File: src/rtl/eq_coef_load_seq_if.sv
// Bus bundle between the PPC control/status registers and one EQ coefficient load sequencer.
interface eq_coef_load_seq_if #(
  parameter int ADDR_W = 10,
  parameter int COEF_W = 16
);
  logic [31:0]       ctl_word;
  logic [31:0]       coef_in;
  logic              frame_sync;
  logic              coef_we;
  logic [ADDR_W:0]   coef_addr;
  logic [COEF_W-1:0] coef_dout;
  logic              coef_bank;
  logic [31:0]       status;

  modport master (
    output ctl_word, coef_in, frame_sync,
    input  coef_we, coef_addr, coef_dout, coef_bank, status
  );

  modport slave (
    input  ctl_word, coef_in, frame_sync,
    output coef_we, coef_addr, coef_dout, coef_bank, status
  );
endinterface

File: src/rtl/eq_coef_load_seq.sv
// Loads a double-buffered EQ coefficient RAM: writes target the inactive bank,
// and a commit swaps banks on the next frame sync.
//   state     | meaning
//   IDLE      | waiting for a go toggle
//   WRITE     | streaming writes to the inactive bank, one per cycle
//   SWAP_WAIT | commit accepted, bank swap on next frame_sync
module eq_coef_load_seq #(
  parameter int ADDR_W = 10,
  parameter int COEF_W = 16
) (
  input  logic               OPB_Clk,
  input  logic               OPB_Rst,
  eq_coef_load_seq_if.slave  bus
);
  typedef enum logic [1:0] {
    IDLE      = 2'd0,
    WRITE     = 2'd1,
    SWAP_WAIT = 2'd2
  } state_t;

  localparam logic [1:0] CMD_ONE    = 2'd0;
  localparam logic [1:0] CMD_FILL   = 2'd1;
  localparam logic [1:0] CMD_COMMIT = 2'd2;

  localparam logic [ADDR_W-1:0] A_ONE = ADDR_W'(1);
  localparam logic [ADDR_W:0]   R_ONE = (ADDR_W+1)'(1);
  localparam logic [ADDR_W:0]   FULL  = R_ONE << ADDR_W;

  state_t state, state_nxt;

  logic              go_last;
  logic              go_evt;
  logic [1:0]        cmd_f;
  logic              clr_f;
  logic [ADDR_W-1:0] addr_f;
  logic [ADDR_W-1:0] cnt_f;
  logic [ADDR_W:0]   sum_f;
  logic [ADDR_W:0]   room_f;
  logic [ADDR_W:0]   fill_len;
  logic              range_hit;

  logic              accept;
  logic              overrun;
  logic              wr_fire;
  logic              swap_fire;

  logic [ADDR_W-1:0] cur_addr;
  logic [ADDR_W:0]   remain;
  logic [COEF_W-1:0] data_r;
  logic              wbank;
  logic              bank_r;
  logic              err_range;
  logic              err_ovr;
  logic [15:0]       cmd_cnt;
  logic              we_r;
  logic [ADDR_W:0]   addr_r;
  logic [COEF_W-1:0] dout_r;
  logic              unused_ctl;

  assign go_evt  = bus.ctl_word[31] ^ go_last;
  assign cmd_f   = bus.ctl_word[30:29];
  assign clr_f   = bus.ctl_word[28];
  assign addr_f  = bus.ctl_word[ADDR_W+15:16];
  assign cnt_f   = bus.ctl_word[ADDR_W-1:0];

  // FILL is clipped at the top of the bank rather than wrapping to 0
  assign sum_f     = {1'b0, addr_f} + {1'b0, cnt_f};
  assign room_f    = FULL - {1'b0, addr_f};
  assign range_hit = (cmd_f == CMD_FILL) && sum_f[ADDR_W];
  assign fill_len  = sum_f[ADDR_W] ? room_f : ({1'b0, cnt_f} + R_ONE);

  assign unused_ctl = ^{bus.ctl_word, bus.coef_in};

  always_ff @(posedge OPB_Clk) begin
    if (OPB_Rst) state <= IDLE;
    else         state <= state_nxt;
  end

  always_comb begin
    state_nxt = state;
    case (state)
      IDLE: begin
        if (go_evt) state_nxt = (cmd_f == CMD_COMMIT) ? SWAP_WAIT : WRITE;
      end
      WRITE: begin
        if (remain == '0) state_nxt = IDLE;
      end
      SWAP_WAIT: begin
        if (bus.frame_sync) state_nxt = IDLE;
      end
      default: state_nxt = IDLE;
    endcase
  end

  always_comb begin
    accept    = 1'b0;
    overrun   = 1'b0;
    wr_fire   = 1'b0;
    swap_fire = 1'b0;
    if (go_evt) begin
      if (state == IDLE) accept  = 1'b1;
      else               overrun = 1'b1;
    end
    if (state == WRITE && remain != '0)     wr_fire   = 1'b1;
    if (state == SWAP_WAIT && bus.frame_sync) swap_fire = 1'b1;
  end

  always_ff @(posedge OPB_Clk) begin
    if (OPB_Rst) begin
      go_last   <= 1'b0;
      cur_addr  <= '0;
      remain    <= '0;
      data_r    <= '0;
      wbank     <= 1'b0;
      bank_r    <= 1'b0;
      err_range <= 1'b0;
      err_ovr   <= 1'b0;
      cmd_cnt   <= '0;
      we_r      <= 1'b0;
      addr_r    <= '0;
      dout_r    <= '0;
    end else begin
      go_last <= bus.ctl_word[31];
      we_r    <= wr_fire;
      if (wr_fire) begin
        addr_r   <= {wbank, cur_addr};
        dout_r   <= data_r;
        cur_addr <= cur_addr + A_ONE;
        remain   <= remain - R_ONE;
      end
      if (accept) begin
        cmd_cnt <= cmd_cnt + 16'd1;
        wbank   <= ~bank_r;
        case (cmd_f)
          CMD_ONE: begin
            cur_addr <= addr_f;
            remain   <= R_ONE;
            data_r   <= bus.coef_in[COEF_W-1:0];
          end
          CMD_FILL: begin
            cur_addr <= addr_f;
            remain   <= fill_len;
            data_r   <= bus.coef_in[COEF_W-1:0];
          end
          CMD_COMMIT: begin
            remain <= '0;
          end
          default: begin
            cur_addr <= '0;
            remain   <= FULL;
            data_r   <= '0;
          end
        endcase
        if (clr_f) begin
          err_range <= 1'b0;
          err_ovr   <= 1'b0;
        end
        if (range_hit) err_range <= 1'b1;
      end
      if (overrun)   err_ovr <= 1'b1;
      if (swap_fire) bank_r  <= ~bank_r;
    end
  end

  assign bus.coef_we   = we_r;
  assign bus.coef_addr = addr_r;
  assign bus.coef_dout = dout_r;
  assign bus.coef_bank = bank_r;
  assign bus.status    = {state != IDLE, state == SWAP_WAIT, bank_r, err_range,
                          err_ovr, 11'd0, cmd_cnt};
endmodule

File: src/flat_wrapper.sv
// flat-port wrapper written by rule: the top's interface ports become plain ports
module eq_coef_load_seq_flat 
#(
  parameter int ADDR_W = 10,
  parameter int COEF_W = 16
)
  (OPB_Clk, OPB_Rst, bus_ctl_word, bus_coef_in, bus_frame_sync, bus_coef_we, bus_coef_addr, bus_coef_dout, bus_coef_bank, bus_status);
  eq_coef_load_seq_if #(.ADDR_W(ADDR_W), .COEF_W(COEF_W)) bus_i ();
  input  logic OPB_Clk;
  input  logic OPB_Rst;
  input wire logic [$bits(bus_i.ctl_word)-1:0] bus_ctl_word;
  input wire logic [$bits(bus_i.coef_in)-1:0] bus_coef_in;
  input wire logic [$bits(bus_i.frame_sync)-1:0] bus_frame_sync;
  output wire logic [$bits(bus_i.coef_we)-1:0] bus_coef_we;
  output wire logic [$bits(bus_i.coef_addr)-1:0] bus_coef_addr;
  output wire logic [$bits(bus_i.coef_dout)-1:0] bus_coef_dout;
  output wire logic [$bits(bus_i.coef_bank)-1:0] bus_coef_bank;
  output wire logic [$bits(bus_i.status)-1:0] bus_status;
  assign bus_i.ctl_word = bus_ctl_word;
  assign bus_i.coef_in = bus_coef_in;
  assign bus_i.frame_sync = bus_frame_sync;
  assign bus_coef_we = bus_i.coef_we;
  assign bus_coef_addr = bus_i.coef_addr;
  assign bus_coef_dout = bus_i.coef_dout;
  assign bus_coef_bank = bus_i.coef_bank;
  assign bus_status = bus_i.status;
  eq_coef_load_seq #(.ADDR_W(ADDR_W), .COEF_W(COEF_W)) u_core (.OPB_Clk(OPB_Clk), .OPB_Rst(OPB_Rst), .bus(bus_i));
endmodule
File: config.mk
export PLATFORM = sky130hd
export DESIGN_NAME = eq_coef_load_seq_flat
export DESIGN_NICKNAME = d
export VERILOG_FILES = /design/src/rtl/eq_coef_load_seq_if.sv /design/src/rtl/eq_coef_load_seq.sv /design/src/flat_wrapper.sv
export SDC_FILE = /design/constraint.sdc
export NUM_CORES = 1
export LEC_CHECK = 0
export CAP_MARGIN = 5
export CORE_MARGIN = 3
export CORE_UTILIZATION = 35
export CTS_CLUSTER_DIAMETER = 200
export CTS_CLUSTER_SIZE = 40
export DETAILED_ROUTE_END_ITERATION = 8
export PLACE_DENSITY = 0.63
export SLEW_MARGIN = 5
export SYNTH_ARGS = -nofsm -noshare
export SYNTH_HDL_FRONTEND = slang
export SYNTH_SLANG_ARGS = --single-unit
File: constraint.sdc
create_clock -name OPB_Clk -period 2.81 [get_ports OPB_Clk]
set_input_delay 0.562 -clock OPB_Clk [delete_from_list [all_inputs] [get_ports OPB_Clk]]
set_output_delay 0.562 -clock OPB_Clk [all_outputs]
set_load 0.01 [all_outputs]
==> out/qor.csv <==
metric;value;unit
cts_post_setup_buffers_inserted;0;
path_clk_slew;0.06;ns
dieArea;14000;um^2
netlist_top_cells_area;dfxtp_1, nand2_1, xnor2_1;
leakage;2.25;nW
diodes;0;
finalWorstSetupSlack;0.179;ns
grt_usage;16.0;%
die_h;118;um
fp-row-count;40;
clock.fmax;0.380;GHz
via_count;4052;
postRouteAntennaNets;0;
yosysUniqueCellTypes;48;
end_kind;flop;
syn_inst;528;
drtPass1Iterations;4;
layout_min_cycle_time;2.63;ns
status;complete, no violations;
cp.arrival;2.88;ns
core;12200;um^2
final_cell_mix;clkdlybuf4s50_1, dfxtp_1, nand2_1;
whs;0.452;ns
io_pins;128;
grt_overflow;0;
fin_setup_tns;0;ns
grt_first_pass_wirelength;18800;um
drc;0;
dp_hpwl;8590;um
endpoint;u_core.remain[3];
place_ws;-0.313;ns
syn_area_per_cell;8.37;um^2
layout-area-overhead-vs-synth;36.2;%
final_common_cell;clkdlybuf4s50_1;
r2r_start;u_core.remain[0];
fin_worst_skew;0.00827;ns
start_util;36.3;%
yosysTopAreaCell;dfxtp_1;
cts_root_buffer;clkbuf_16;
cts_tree;done;
worstSetupPathType;input pin to flop;
hold_depth;2;
antenna_found_initial;0;
drt-wirelength-per-cell;14.1;um
min-delay-path-class;flop to flop;
maxCapViolCount;0;
worstMarginPinSlew;0.695;ns
startpoint;bus_ctl_word[19];
p_per_area;606;nW/um^2
grt_max_degree;37;
ys_ff_latch;88;
worstPathCellList;clkdlybuf4s50_1, ha_1, a21o_1, a221oi_2, o221ai_4, buf_4, mux2i_1, a21oi_1, nor3_1;
rr_worst_depth;7;
numClockSinks;88;
ir_worst_vdd;0.000349;V
placedCellCount;799;
ys.flop_type;dfxtp_1;
cts_buffer_depth;2;
slowest_stage;clkdlybuf4s50_1;
syn-cell-area;4420;um^2
grt_setup_unrepaired;no;
grt_pass1_vias;3929;
cts_resized;0;
critPathRequiredTime;3.06;ns
drt_iter0_drc;200;
crit_fanout;10;
synthArstFlopShare;0;%
start_kind;input pin;
drive_gt1_share;10.5;%
relSlewSlack;53.5;%
synth_warnings;0;
max_stage_delay;0.51;ns
htreeDepth;3;
viasPerCell;4.98;
die_w;118;um
netlist.area_leader.share;39.9;%
clk_latency;0.33;ns
drv_slew;0;
cts_buffers;9;
hold_violations;0;
final_util;49.5;%
final_nets;724;
wl;11500;um
r2r_end;u_core.cur_addr[5];
ys_seq_area_share;39.9;%
hold_buffers;0;
min_period_over_period;93.6;%
setup_viol;0;
synth_edf_count;0;
instances_no_fill;813;
place.port_buffers;92;
r2r_slack;0.59;ns
n_fill_cell;1179;
place.gp.congestion;0.882;
==> critical path: cells and delay by family <==
family | cells | cell delay (ns)
mux | 1 | 0.23
fa+ha+maj | 1 | 0.25
buf+inv | 2 | 0.73
simple gates | 1 | 0.15
compound gates | 4 | 0.95
==> worst min-delay path by stage <==
stage,startpoint,end,slack [ns]
after floorplan,u_core.data_r[0],u_core.bus.coef_dout[0],0.43
after global placement,u_core.data_r[11],u_core.bus.coef_dout[11],0.44
after detailed placement,u_core.bus.coef_dout[5],u_core.bus.coef_dout[5],0.45
after CTS,u_core.bus.coef_addr[10],u_core.bus.coef_addr[10],0.46
after global routing,u_core.data_r[11],u_core.bus.coef_dout[11],0.47
final,u_core.bus.coef_addr[7],u_core.bus.coef_addr[7],0.45
==> layout make-up <==
type | count | area [um^2] | share of cell area (%)
inverter | 12 | 45.0 | 0.748
tap | 168 | 210 | 3.49
clock inverter | 5 | 106 | 1.77
clock buffer | 9 | 225 | 3.74
timing repair buffer | 130 | 1210 | 20.2
multi-input combinational | 401 | 2460 | 40.8
sequential | 88 | 1760 | 29.3
==> Yosys cell counts (all sizes together), types with 7 or more instances <==
master / n
ha: 15
nand4: 12
nor2: 59
nand2: 85
nand3: 16
a22o: 8
inv: 12
o21ai: 8
dfxtp: 88
a21oi: 49
clkbuf: 16
nor3: 19
xor2: 16
a22oi: 20
mux2i: 7
buf: 21
xnor2: 30
==> logic make-up (layout without fill, tap and decap cells) <==
logic type | count (synthesis) | count (layout) | synth area share [%]
AND/OR/NAND/NOR | 215 | 215 | 23.3
AO/OA/AOI/OAI | 106 | 106 | 15.9
adder cells (fa/ha/maj) | 15 | 15 | 4.25
multiplexers | 8 | 8 | 1.84
buffers and inverters | 49 | 156 | 5.75
flip-flops | 88 | 88 | 39.9
other | 1 | 11 | 0.0848
XOR/XNOR | 46 | 46 | 9.11
==> registers in the layout (all words and copies together) (netlist names), 2 cells and up <==
name / count
u_core.cmd_cnt: 16
u_core.remain: 11
u_core.cur_addr: 10
u_core.data_r: 16
u_core.state: 2
u_core.bus.coef_addr: 11
u_core.bus.coef_dout: 16
==> routing by layer <==
metal,up-vias,part of all wire [%],GRT usage [%]
met2,84,49,27.7
met1,1918,46,20.6
met3,10,4.3,2.49
met4,0,0.93,4.78
met5,-,0,0
li1,2040,-,-
==> through the flow <==
step | power (W) | instance area [um^2]
2_1_floorplan | 0.00201 | 4460
3_3_place_gp | 0.00230 | 5670
3_5_place_dp | 0.00233 | 5670
4_1_cts | 0.00367 | 6000
5_1_grt | 0.00383 | 6020
6_report | 0.00365 | 6020
==> power breakdown <==
group | internal, W | total, W | leakage, nW | switching [W]
Clock | 0.000862 | 0.00134 | 0.158 | 0.000479
Combinational | 0.000405 | 0.000894 | 1.38 | 0.000489
Sequential | 0.00133 | 0.00141 | 0.715 | 0.0000864
(Power assumes the default switching activity.)
